<file path="src/rtl/stack_sequencer.sv">
// rtl/stack_sequencer.sv - operand stack sequencer driving a single-port synchronous stack RAM
module stack_sequencer #(
    parameter int DATA_W = 8,
    parameter int ADDR_W = 4
) (
    input  logic              clk,
    input  logic              rstN,
    input  logic              haltN,
    input  logic              cmd_valid,
    output logic              cmd_ready,
    input  logic [2:0]        cmd_op,
    input  logic [DATA_W-1:0] cmd_data,
    output logic              rsp_valid,
    output logic [DATA_W-1:0] rsp_data,
    output logic              rsp_err,
    output logic              zero_flag,
    output logic              sign_flag,
    output logic [ADDR_W:0]   count,
    output logic              empty,
    output logic              full,
    output logic [ADDR_W-1:0] mem_addr,
    output logic              mem_we,
    output logic [DATA_W-1:0] mem_wdata,
    input  logic [DATA_W-1:0] mem_rdata
);
    localparam int DEPTH = 1 << ADDR_W;
    localparam logic [2:0] OP_PUSH = 3'd0;
    localparam logic [2:0] OP_POP  = 3'd1;
    localparam logic [2:0] OP_ADD  = 3'd2;
    localparam logic [2:0] OP_SUB  = 3'd3;
    localparam logic [2:0] OP_TOP  = 3'd4;

    typedef enum logic [2:0] {S_IDLE, S_RD_A, S_GET_A, S_GET_B, S_WR, S_DONE} state_t;

    state_t              r_state, w_next;
    logic [ADDR_W:0]     r_sp;
    logic [2:0]          r_op;
    logic [DATA_W-1:0]   r_data, r_a, r_b, r_rsp_data;
    logic                r_rsp_err, r_zero, r_sign;
    logic                w_accept, w_err, w_full, w_binop;
    logic [DATA_W-1:0]   w_result;
    logic [ADDR_W-1:0]   w_top_addr, w_nos_addr;

    assign w_full     = (r_sp == (ADDR_W+1)'(DEPTH));
    assign w_top_addr = r_sp[ADDR_W-1:0] - ADDR_W'(1);
    assign w_nos_addr = r_sp[ADDR_W-1:0] - ADDR_W'(2);
    assign w_binop    = (r_op == OP_ADD) || (r_op == OP_SUB);
    assign w_accept   = cmd_valid && cmd_ready;

    always_comb begin
        w_err = 1'b1;
        case (cmd_op)
            OP_PUSH:        w_err = w_full;
            OP_POP, OP_TOP: w_err = (r_sp == '0);
            OP_ADD, OP_SUB: w_err = (r_sp < (ADDR_W+1)'(2));
            default:        w_err = 1'b1;
        endcase
    end

    always_comb begin
        w_result = r_data;
        if (r_op == OP_ADD)
            w_result = r_b + r_a;
        else if (r_op == OP_SUB)
            w_result = r_b - r_a;
    end

    always_comb begin
        w_next    = r_state;
        cmd_ready = 1'b0;
        mem_addr  = '0;
        mem_we    = 1'b0;
        mem_wdata = '0;
        case (r_state)
            S_IDLE: begin
                cmd_ready = 1'b1;
                if (cmd_valid)
                    w_next = w_err ? S_DONE : ((cmd_op == OP_PUSH) ? S_WR : S_RD_A);
            end
            S_RD_A: begin
                mem_addr = w_top_addr;
                w_next   = S_GET_A;
            end
            S_GET_A: begin
                // While frozen, keep presenting the address whose data this state captures
                if (!haltN)
                    mem_addr = w_top_addr;
                else if (w_binop)
                    mem_addr = w_nos_addr;
                w_next = w_binop ? S_GET_B : S_DONE;
            end
            S_GET_B: begin
                if (!haltN)
                    mem_addr = w_nos_addr;
                w_next = S_WR;
            end
            S_WR: begin
                mem_we    = 1'b1;
                mem_addr  = (r_op == OP_PUSH) ? r_sp[ADDR_W-1:0] : w_nos_addr;
                mem_wdata = w_result;
                w_next    = S_DONE;
            end
            S_DONE:  w_next = S_IDLE;
            default: w_next = S_IDLE;
        endcase
        if (!haltN) begin
            cmd_ready = 1'b0;
            mem_we    = 1'b0;
        end
        if (!rstN) begin
            cmd_ready = 1'b0;
            mem_we    = 1'b0;
            mem_addr  = '0;
            mem_wdata = '0;
        end
    end

    always_ff @(posedge clk) begin
        if (!rstN)
            r_state <= S_IDLE;
        else if (haltN)
            r_state <= w_next;
    end

    always_ff @(posedge clk) begin
        if (!rstN) begin
            r_sp       <= '0;
            r_op       <= '0;
            r_data     <= '0;
            r_a        <= '0;
            r_b        <= '0;
            r_rsp_data <= '0;
            r_rsp_err  <= 1'b0;
            r_zero     <= 1'b0;
            r_sign     <= 1'b0;
        end else if (haltN) begin
            case (r_state)
                S_IDLE: if (w_accept) begin
                    r_op      <= cmd_op;
                    r_data    <= cmd_data;
                    r_rsp_err <= w_err;
                    if (w_err)
                        r_rsp_data <= '0;
                end
                S_GET_A: begin
                    r_a <= mem_rdata;
                    if (!w_binop)
                        r_rsp_data <= mem_rdata;
                    if (r_op == OP_POP)
                        r_sp <= r_sp - 1'b1;
                end
                S_GET_B: r_b <= mem_rdata;
                S_WR: begin
                    r_rsp_data <= w_result;
                    r_sp       <= (r_op == OP_PUSH) ? r_sp + 1'b1 : r_sp - 1'b1;
                end
                S_DONE: if (!r_rsp_err) begin
                    r_zero <= (r_rsp_data == '0);
                    r_sign <= r_rsp_data[DATA_W-1];
                end
                default: ;
            endcase
        end
    end

    assign rsp_valid = (r_state == S_DONE) && haltN && rstN;
    assign rsp_data  = r_rsp_data;
    assign rsp_err   = r_rsp_err;
    assign zero_flag = r_zero;
    assign sign_flag = r_sign;
    assign count     = rstN ? r_sp : '0;
    assign empty     = (count == '0);
    assign full      = (count == (ADDR_W+1)'(DEPTH));
endmodule

</file>
<file path="config.mk">
export PLATFORM = sky130hd
export DESIGN_NAME = stack_sequencer
export DESIGN_NICKNAME = d
export VERILOG_FILES = /design/src/rtl/stack_sequencer.sv
export SDC_FILE = /design/constraint.sdc
export NUM_CORES = 1
export LEC_CHECK = 0
export CORE_ASPECT_RATIO = 2
export CORE_MARGIN = 2
export CORE_UTILIZATION = 40
export DETAILED_ROUTE_END_ITERATION = 10
export HOLD_SLACK_MARGIN = 0.08
export SLEW_MARGIN = 20
export SYNTH_ARGS = -nofsm -noshare
export SYNTH_HDL_FRONTEND = slang
export SYNTH_SLANG_ARGS = --single-unit
</file>
<file path="constraint.sdc">
create_clock -name clk -period 2.6 [get_ports clk]
set_input_delay 0.26 -clock clk [delete_from_list [all_inputs] [get_ports clk]]
set_output_delay 0.26 -clock clk [all_outputs]
set_load 0.1 [all_outputs]
</file>
# ---- Word level (Yosys, flattened, before mapping)
# Cells that the tools add are included.
# W data, S select, Z words.
dict set report totals {
  ff_bits 46
  in_bits 23
  output_inout_bits 33
  elab_cells 88
}
dict set report op_classes {
  n_addsub 6
  magnitude_cmp 1
  n_eq_ne 19
  mux 30
  bitwise_logic 1
  n_reduce_logical 21
}
# op n
set ops {}
lappend ops {{$mux W8} 7}
lappend ops {{$pmux W8 S3} 1}
lappend ops {{$mux W4} 5}
lappend ops {{$eq A3 B2 Y1 const B} 6}
lappend ops {{$pmux W4 S4} 1}
lappend ops {{$mux W5} 3}
lappend ops {{$pmux W3 S5} 1}
lappend ops {{$mux W3} 4}
lappend ops {{$eq A5 B5 Y1 const B} 2}
lappend ops {{$logic_not A5 Y1} 2}
lappend ops {{$ne A2 B2 Y1 const B} 5}
lappend ops {{$pmux W5 S2} 1}
lappend ops {{$eq A3 B1 Y1 const B} 3}
lappend ops {{$eq A3 B3 Y1 const B} 3}
lappend ops {{$logic_not A3 Y1} 3}
lappend ops {{$reduce_and A3 Y1} 3}
lappend ops {{$add A8 B8 Y8} 1}
lappend ops {{$logic_not A8 Y1} 1}
lappend ops {{$sub A8 B8 Y8} 1}
lappend ops {{$mux W1} 6}
lappend ops {{$reduce_and A2 Y1} 3}
lappend ops {{$add A5 B1 Y5 const B} 1}
lappend ops {{$lt A5 B2 Y1 const B} 1}
lappend ops {{$reduce_and A5 Y1} 1}
lappend ops {{other kinds (10)} 13}

# ---- Logic depth before layout (Yosys ltp)
# Gate-level depths: netlist of the first run.
dict set report logic_depth {
  ltp_word 7
  depth_mapped 10
  mapped_depth_nobuf 9
}

# ---- Least setup slack after synthesis of the first run
# No wires, ideal clock.
dict set report synth_path {
  kind {register to output}
  from {register r_state[0]}
  to {output port rsp_valid}
  arrival_time_ns 3.912
  required_ns 2.340
  slack_ns -1.572
  path_stages_with_launch 4
  path_buffers 2
  path_cell_list {dfxtp_1 buf_2 clkbuf_1 nor4b_1}
}
dict set report synth_between {
  elab_chain_len 3
}
# item line
set synth_lines {}
lappend synth_lines {{start, declared} 35} ;# state_t r_state, w_next;
lappend synth_lines {{start signal, assigned} 122} ;# r_state <= w_next;
lappend synth_lines {{$eq A3 B3 Y1} 166} ;# assign rsp_valid = (r_state == S_DONE) && haltN && rstN;
lappend synth_lines {{$logic_and A1 B1 Y1 (2 in series)} 166}
lappend synth_lines {{end, declared} 13} ;# output logic rsp_valid,
# Every way passes these cells.

# ---- Final worst setup path of the first run
dict set report layout_path {
  from {register r_b[0]}
  to {output port mem_wdata[6]}
}
dict set report layout_between {
  elab_chain_len 5
  word_cells_on_any_way 6
  cone_classes {add/sub: 2; mux: 4}
}
# item line
set layout_lines {}
lappend layout_lines {{start, declared} 38} ;# logic [DATA_W-1:0] r_data, r_a, r_b, r_rsp_data;
lappend layout_lines {{start signal, assigned} 152} ;# S_GET_B: r_b <= mem_rdata;
lappend layout_lines {{$sub A8 B8 Y8} 65} ;# w_result = r_b - r_a;
lappend layout_lines {{$mux W8} 64} ;# else if (r_op == OP_SUB)
lappend layout_lines {{$mux W8 (*)} 62} ;# if (r_op == OP_ADD)
lappend layout_lines {{$mux W8 (*)} 74} ;# case (r_state)
lappend layout_lines {{$mux W8 (*)} 110} ;# if (!rstN) begin
lappend layout_lines {{end, declared} 23} ;# output logic [DATA_W-1:0] mem_wdata,
# Every way passes the cells marked *; elsewhere a longest branch is shown, timed or not.

==> results of run 1 <==
[through the flow]
stage / instances / instance area, sq um
detailed placement: 575 / 4250
global placement: 575 / 4250
global route: 589 / 4680
floorplan: 428 / 3330
finish: 589 / 4680
CTS: 584 / 4550
[layer usage]
metal	GRT usage	wire [microns]	vias to the layer above
li1	-	-	1627
met1	0.240	3530	1587
met2	0.452	5940	92
met3	0.0317	300	40
met4	0.152	645	0
met5	0	0	-
[cell type report]
| class | instances | share of cell area |
|---|---|---|
| multi-input combinational | 331 | 0.510 |
| timing repair buffer | 88 | 0.212 |
| sequential | 46 | 0.200 |
| clock buffer | 6 | 0.0297 |
| tap | 96 | 0.0257 |
| inverter | 21 | 0.0168 |
| clock inverter | 1 | 0.00641 |
[critical path, cell delays in order (launching register included)]
cell and delay (ps):
dfxtp_4 370, inv_2 50, ha_4 160, fa_2 370, nand3b_1 200, a21oi_2 150, o211ai_1 130, o21ai_1 230
nor3_2 70, buf_4 160, nor2_4 100, buf_12 180
[what timing repair did]
action	CTS	global route
setup endpoints to repair	5	6
cloned	0	0
hold endpoints to repair	0	0
setup buffers	2	5
pin swaps	12	11
gates resized for setup	31	19
[cell usage in the layout (no fill, tap or decap), types with 6 or more instances in the layout]
master,count
nand2_1,52
buf_4,44
nor2_1,42
dfxtp_1,39
a21oi_1,34
clkdlybuf4s50_1,22
buf_12,22
inv_1,19
mux2i_1,16
o21ai_0,15
ha_1,13
nand3_1,8
and3_1,7
nor2b_1,6
nor3_1,6
a211oi_1,6
ha_4,6
[registers in the layout, indices dropped and copies added (netlist names)]
register / count
r_a: 8
r_b: 8
r_data: 8
r_op: 3
r_sp: 5
r_state: 3
rsp_data: 8
rsp_err: 1
sign_flag: 1
zero_flag: 1
[worst max-delay path by stage]
stage          cells after the start  slack [ps]  startpoint           end
2_1_floorplan                      5        -260  r_state[0]   mem_addr[0]
3_3_place_gp                       9         120      r_a[2]  mem_wdata[7]
3_5_place_dp                       8          90      r_b[1]  mem_wdata[7]
4_1_cts                            9         -20      r_b[1]  mem_wdata[5]
5_1_grt                           11        -170      r_b[0]  mem_wdata[6]
6_report                          11        -110      r_b[0]  mem_wdata[6]
[logic make-up after synthesis]
| family | Yosys count | synth area share |
|---|---|---|
| fa+ha+maj | 22 | 0.0891 |
| compound gates | 102 | 0.194 |
| simple gates | 180 | 0.287 |
| xor+xnor | 9 | 0.0242 |
| buf+inv | 51 | 0.0672 |
| mux | 18 | 0.0557 |
| flops | 46 | 0.283 |
[power breakdown]
part           switching, mW  internal (mW)  total [mW]
sequential            0.0423          0.734       0.776
combinational          0.420          0.247       0.668
clock                  0.271          0.475       0.746
total                  0.734           1.46        2.19
==> impl_metrics.tcl, run 1 <==
set metrics [dict create \
    vias 3346 \
    tns_ps -128 \
    reg2reg_depth 12 \
    holdWs_ps 466 \
    critPathLaunchType "flop" \
    syn_nets 473 \
    yosysTopAreaCell "dfxtp_1" \
    cts_inserted_buffers 5 \
    num_rows 46 \
    ys_warn_count 0 \
    synth_ff_type "dfxtp_1" \
    period_share 1.04 \
    hold_viol 0 \
    required_ps 2340 \
    ys_ff_latch 46 \
    yosysMostFrequentCell "nand2_1" \
    synthToLayoutAreaGrowth_pct 43.6 \
    hold_path_depth 2 \
    relSlewSlack 0.642 \
    multiInputGateArea_sq_um 2390 \
    core_area_sq_um 7940 \
    reg2reg_slack_ps 310 \
    viasPerCell 5.68 \
    port_buffers 55 \
    dr.pass1.iters 4 \
    period_minus_slack_ps 2710 \
    worstMarginPinSlew_ps 531 \
    synth_area_per_cell_sq_um 7.62 \
    num_antenna_cells 0 \
    pin_count 56 \
    synth_area_leaders "dfxtp_1 (28%), ha_1 (7.7%), a21oi_1 (6.0%), nand2_1 (6.0%), nor2_1 (5.8%)" \
    routed_wl_microns 10400 \
    worstReg2RegEnd "rsp_data[6]" \
    cts_root_buf "clkbuf_16" \
    grt_pass1_vias 3269 \
    synth_commonest_cells "nand2_1 (52), nor2_1 (50), dfxtp_1 (46)" \
    crit_arrival_ps 2450 \
    synth_seq_area_share 0.283 \
    grt_max_degree 25 \
    die_height_microns 132 \
    clk_pin_slew_ps 60 \
    clock-sinks 46 \
    synth_edf_count 0 \
    die_area_sq_um 8930 \
    hold_buffers 0 \
    hpwl_microns 8050 \
    cap_violations 0 \
    fillCellCount 716 \
    drv_slew 0 \
    setup_viol_count_final 3 \
    outcome "complete, but fails checks" \
    chipWidth_microns 67.8 \
    cts_tree "built" \
    max_freq_mhz 369 \
    skew_ps 5.95 \
    r2r-start "r_b[0]" \
    grt_pass1_wl_microns 16300 \
    htreeDepth 2 \
    synthesis.area_sq_um 3260 \
    drive_gt1_frac 0.270 \
    clock_path_buffers 2 \
    path_max_fanout 3 \
    violations "negative setup slack" \
    power.leakage_nw 1.85 \
    clk_latency_ps 290 \
    synth-async-reset-ratio 0 \
    fin_ws_ps -109 \
    gr-total-overflow 0 \
    wl_per_cell_microns 17.7 \
    end_kind "primary output" \
    utilization 0.589 \
    worstHoldStart "r_a[7]" \
    synth_top_area_share 0.283 \
    start_util 0.410 \
    seqCellArea_sq_um 935 \
    drt_iter0_markers 216 \
    power_per_cell_area_nw_per_um2 468 \
    nets 538 \
    grt_usage 0.245 \
    yosys.cell_types.count 59 \
    rsz0062_at_grt "yes" \
    gp_congestion 0.877 \
    place_ws_ps 88.5 \
    min_path_type "reg -> reg" \
    drc 0 \
    fin_total_pwr_mw 2.19 \
    hold_end "r_a[7]" \
    antenna_found_initial 0 \
    synth_cells 428 \
    ant_nets 0 \
    crit_type "reg -> out" \
    ir_drop_mv 0.360 \
]
Note: power is estimated with default switching activity, not from simulation.
==> run 2, diff against run 1 <==
--- a/config.mk
+++ b/config.mk
@@ -7,7 +7,8 @@
 export LEC_CHECK = 0
 export CORE_ASPECT_RATIO = 2
 export CORE_MARGIN = 2
-export CORE_UTILIZATION = 40
+export CORE_UTILIZATION = 31
+export CTS_CLUSTER_DIAMETER = 30
 export DETAILED_ROUTE_END_ITERATION = 10
 export HOLD_SLACK_MARGIN = 0.08
 export SLEW_MARGIN = 20
==> run 2 against run 1 <==
  * The run still ends with negative setup slack left
  * Sequential cell count is the same
  * Sequential power is essentially flat
  * Highest routed layer unchanged
  * Routed wire length shrank 8.8%
  * Critical path depth is the same
  * Design area shrank 0.29%
  * Count of clock-buffer cells in the layout is the same
  * Clock skew grew 5.3 ps
  * Sequential share of layout area grew 0.11 points
==> impl_metrics.tcl, run 2 (synthesized netlist as in run 1, its figures left out) <==
set metrics [dict create \
    final_cells 623 \
    crit_type "reg -> out" \
    cp_top_family "simple AND/OR/NAND/NOR gates" \
    period_minus_slack_ps 2620 \
    clkPwrFrac 0.379 \
    critPathLaunchType "flop" \
    comb_power_share 0.282 \
    ir_drop_mv 0.298 \
    p_int_mw 1.55 \
    min_path_type "reg -> reg" \
    vias 3223 \
    viasPerCell 5.17 \
    start_util 0.315 \
    most-common-layout-cells "nand2_1 (52), nor2_1 (41), dfxtp_1 (39)" \
    outcome "complete, but fails checks" \
    placed_area_sq_um 4260 \
    cts_tree "built" \
    skew_ps 11.2 \
    tns_ps -24.3 \
    r2r-start "r_sp[1]" \
    worstMarginPinSlew_ps 504 \
    routed_wl_microns 9500 \
    grt_pass1_vias 3157 \
    die_area_sq_um 11400 \
    end_kind "primary output" \
    clk_pin_slew_ps 60 \
    pin_count 56 \
    violations "negative setup slack" \
    synthToLayoutAreaGrowth_pct 43.2 \
    path_cells "inv_2, ha_4, fa_2, nand3b_1, a21oi_1, o211ai_1, and4_1, nor3_2, buf_4, nor2_4, buf_12" \
    htreeDepth 2 \
    relSlewSlack 0.664 \
    worstHoldStart "r_a[2]" \
    crit_buf_inv 3 \
    grt_pass1_wl_microns 15700 \
    reg2reg_depth 8 \
    cts_root_buf "clkbuf_16" \
    switchingPower_mw 0.733 \
    gp_congestion 0.807 \
    drc 0 \
    cts_inserted_buffers 5 \
    timing.critical_path.to "mem_wdata[6]" \
    wl_per_cell_microns 15.3 \
    clock_path_buffers 2 \
    power.leakage_nw 1.81 \
    chipWidth_microns 76.5 \
    nets 530 \
    grt_max_degree 25 \
    cpMaxStageDelayCell "dfxtp_2" \
    switching_share 0.321 \
    worstReg2RegEnd "rsp_data[5]" \
    power_per_cell_area_nw_per_um2 489 \
    period_share 1.01 \
    clk_latency_ps 300 \
    rsz0062_at_grt "yes" \
    drt_iter0_markers 199 \
    grt_usage 0.169 \
    crit_cells 11 \
    hpwl_microns 7030 \
    fin_ws_ps -24.3 \
    setup_viol_count_final 1 \
    fin_area_sq_um 4670 \
    gr-total-overflow 0 \
    pwr-share-seq 0.339 \
    cap_violations 0 \
    antenna_found_initial 0 \
    core_area_sq_um 10300 \
    port_buffers 55 \
    path_max_fanout 3 \
    final_common_cell "nand2_1" \
    crit_arrival_ps 2360 \
    die_height_microns 149 \
    num_rows 53 \
    drive_gt1_frac 0.251 \
    max_stage_delay_ps 350 \
    critPathLaunch "r_b[0]" \
    reg2reg_slack_ps 400 \
    placedCellCount 610 \
    drv_slew 0 \
    hold_buffers 0 \
    clock-sinks 46 \
    num_antenna_cells 0 \
    utilization 0.451 \
    required_ps 2340 \
    ant_nets 0 \
    max_freq_mhz 381 \
    hold_viol 0 \
    dr.pass1.iters 4 \
]
==> run 2: repair_timing <==
| action | 4_1_cts | 5_1_grt |
|---|---|---|
| endpoints found under the setup margin | 5 | 5 |
| gates resized for setup | 24 | 20 |
| pin swaps | 13 | 12 |
| setup buffers | 2 | 3 |
==> run 2: how the worst min path moves through the flow <==
stage / slack, ps / endpoint / cells past startpoint
detailed placement: 460 / zero_flag / 2
global route: 500 / r_b[0] / 2
floorplan: 390 / r_a[1] / 2
CTS: 460 / r_a[2] / 2
finish: 470 / r_a[2] / 2
global placement: 460 / r_a[7] / 2
==> run 2: per-layer routing <==
layer	share of wire	wire [microns]	global-route usage	up-vias
li1	-	-	-	1610
met1	0.45	4260	0.221	1514
met2	0.49	4660	0.282	86
met3	0.039	374	0.0248	13
met4	0.022	208	0.0600	0
met5	0	0	0	-
==> run 2: metrics by stage <==
| stage | power (mW) | hold slack (ps) | setup WS, ps |
|---|---|---|---|
| floorplan | 1.23 | 388 | -262 |
| detailed placement | 1.42 | 464 | 66.9 |
| CTS | 2.30 | 465 | 0.437 |
| global placement | 1.42 | 455 | 115 |
| global route | 2.37 | 497 | -145 |
| finish | 2.28 | 466 | -24.3 |
==> run 2: layout make-up <==
class | instances | area, sq um
fillers | 1050 | 5680
well taps | 137 | 171
multi-input cells | 331 | 2350
repair buffers | 80 | 931
clock inverters | 2 | 60.1
clock buffers | 6 | 139
flip-flops and latches | 46 | 937
inverters | 21 | 78.8
==> run 2: power groups by stage <==
stage / Sequential [mW] / Combinational [mW] / Clock (mW)
floorplan: 0.857 / 0.369 / 0
global placement: 0.789 / 0.629 / 0
detailed placement: 0.790 / 0.631 / 0
CTS: 0.772 / 0.638 / 0.885
global route: 0.778 / 0.688 / 0.908
finish: 0.773 / 0.643 / 0.864
==> run 2: tightest hold or removal path: stages, from the launching register on <==
cell,delay (ps)
dfxtp_2,330
nand2_1,50
a21oi_1,50
==> run 3, diff against run 2 <==
--- a/config.mk
+++ b/config.mk
@@ -11,7 +11,7 @@
 export CTS_CLUSTER_DIAMETER = 30
 export DETAILED_ROUTE_END_ITERATION = 10
 export HOLD_SLACK_MARGIN = 0.08
-export SLEW_MARGIN = 20
+export SLEW_MARGIN = 0
 export SYNTH_ARGS = -nofsm -noshare
 export SYNTH_HDL_FRONTEND = slang
 export SYNTH_SLANG_ARGS = --single-unit
==> results of run 3 <==
No change in the layout: final DEF, timing and power equal those of run 2.
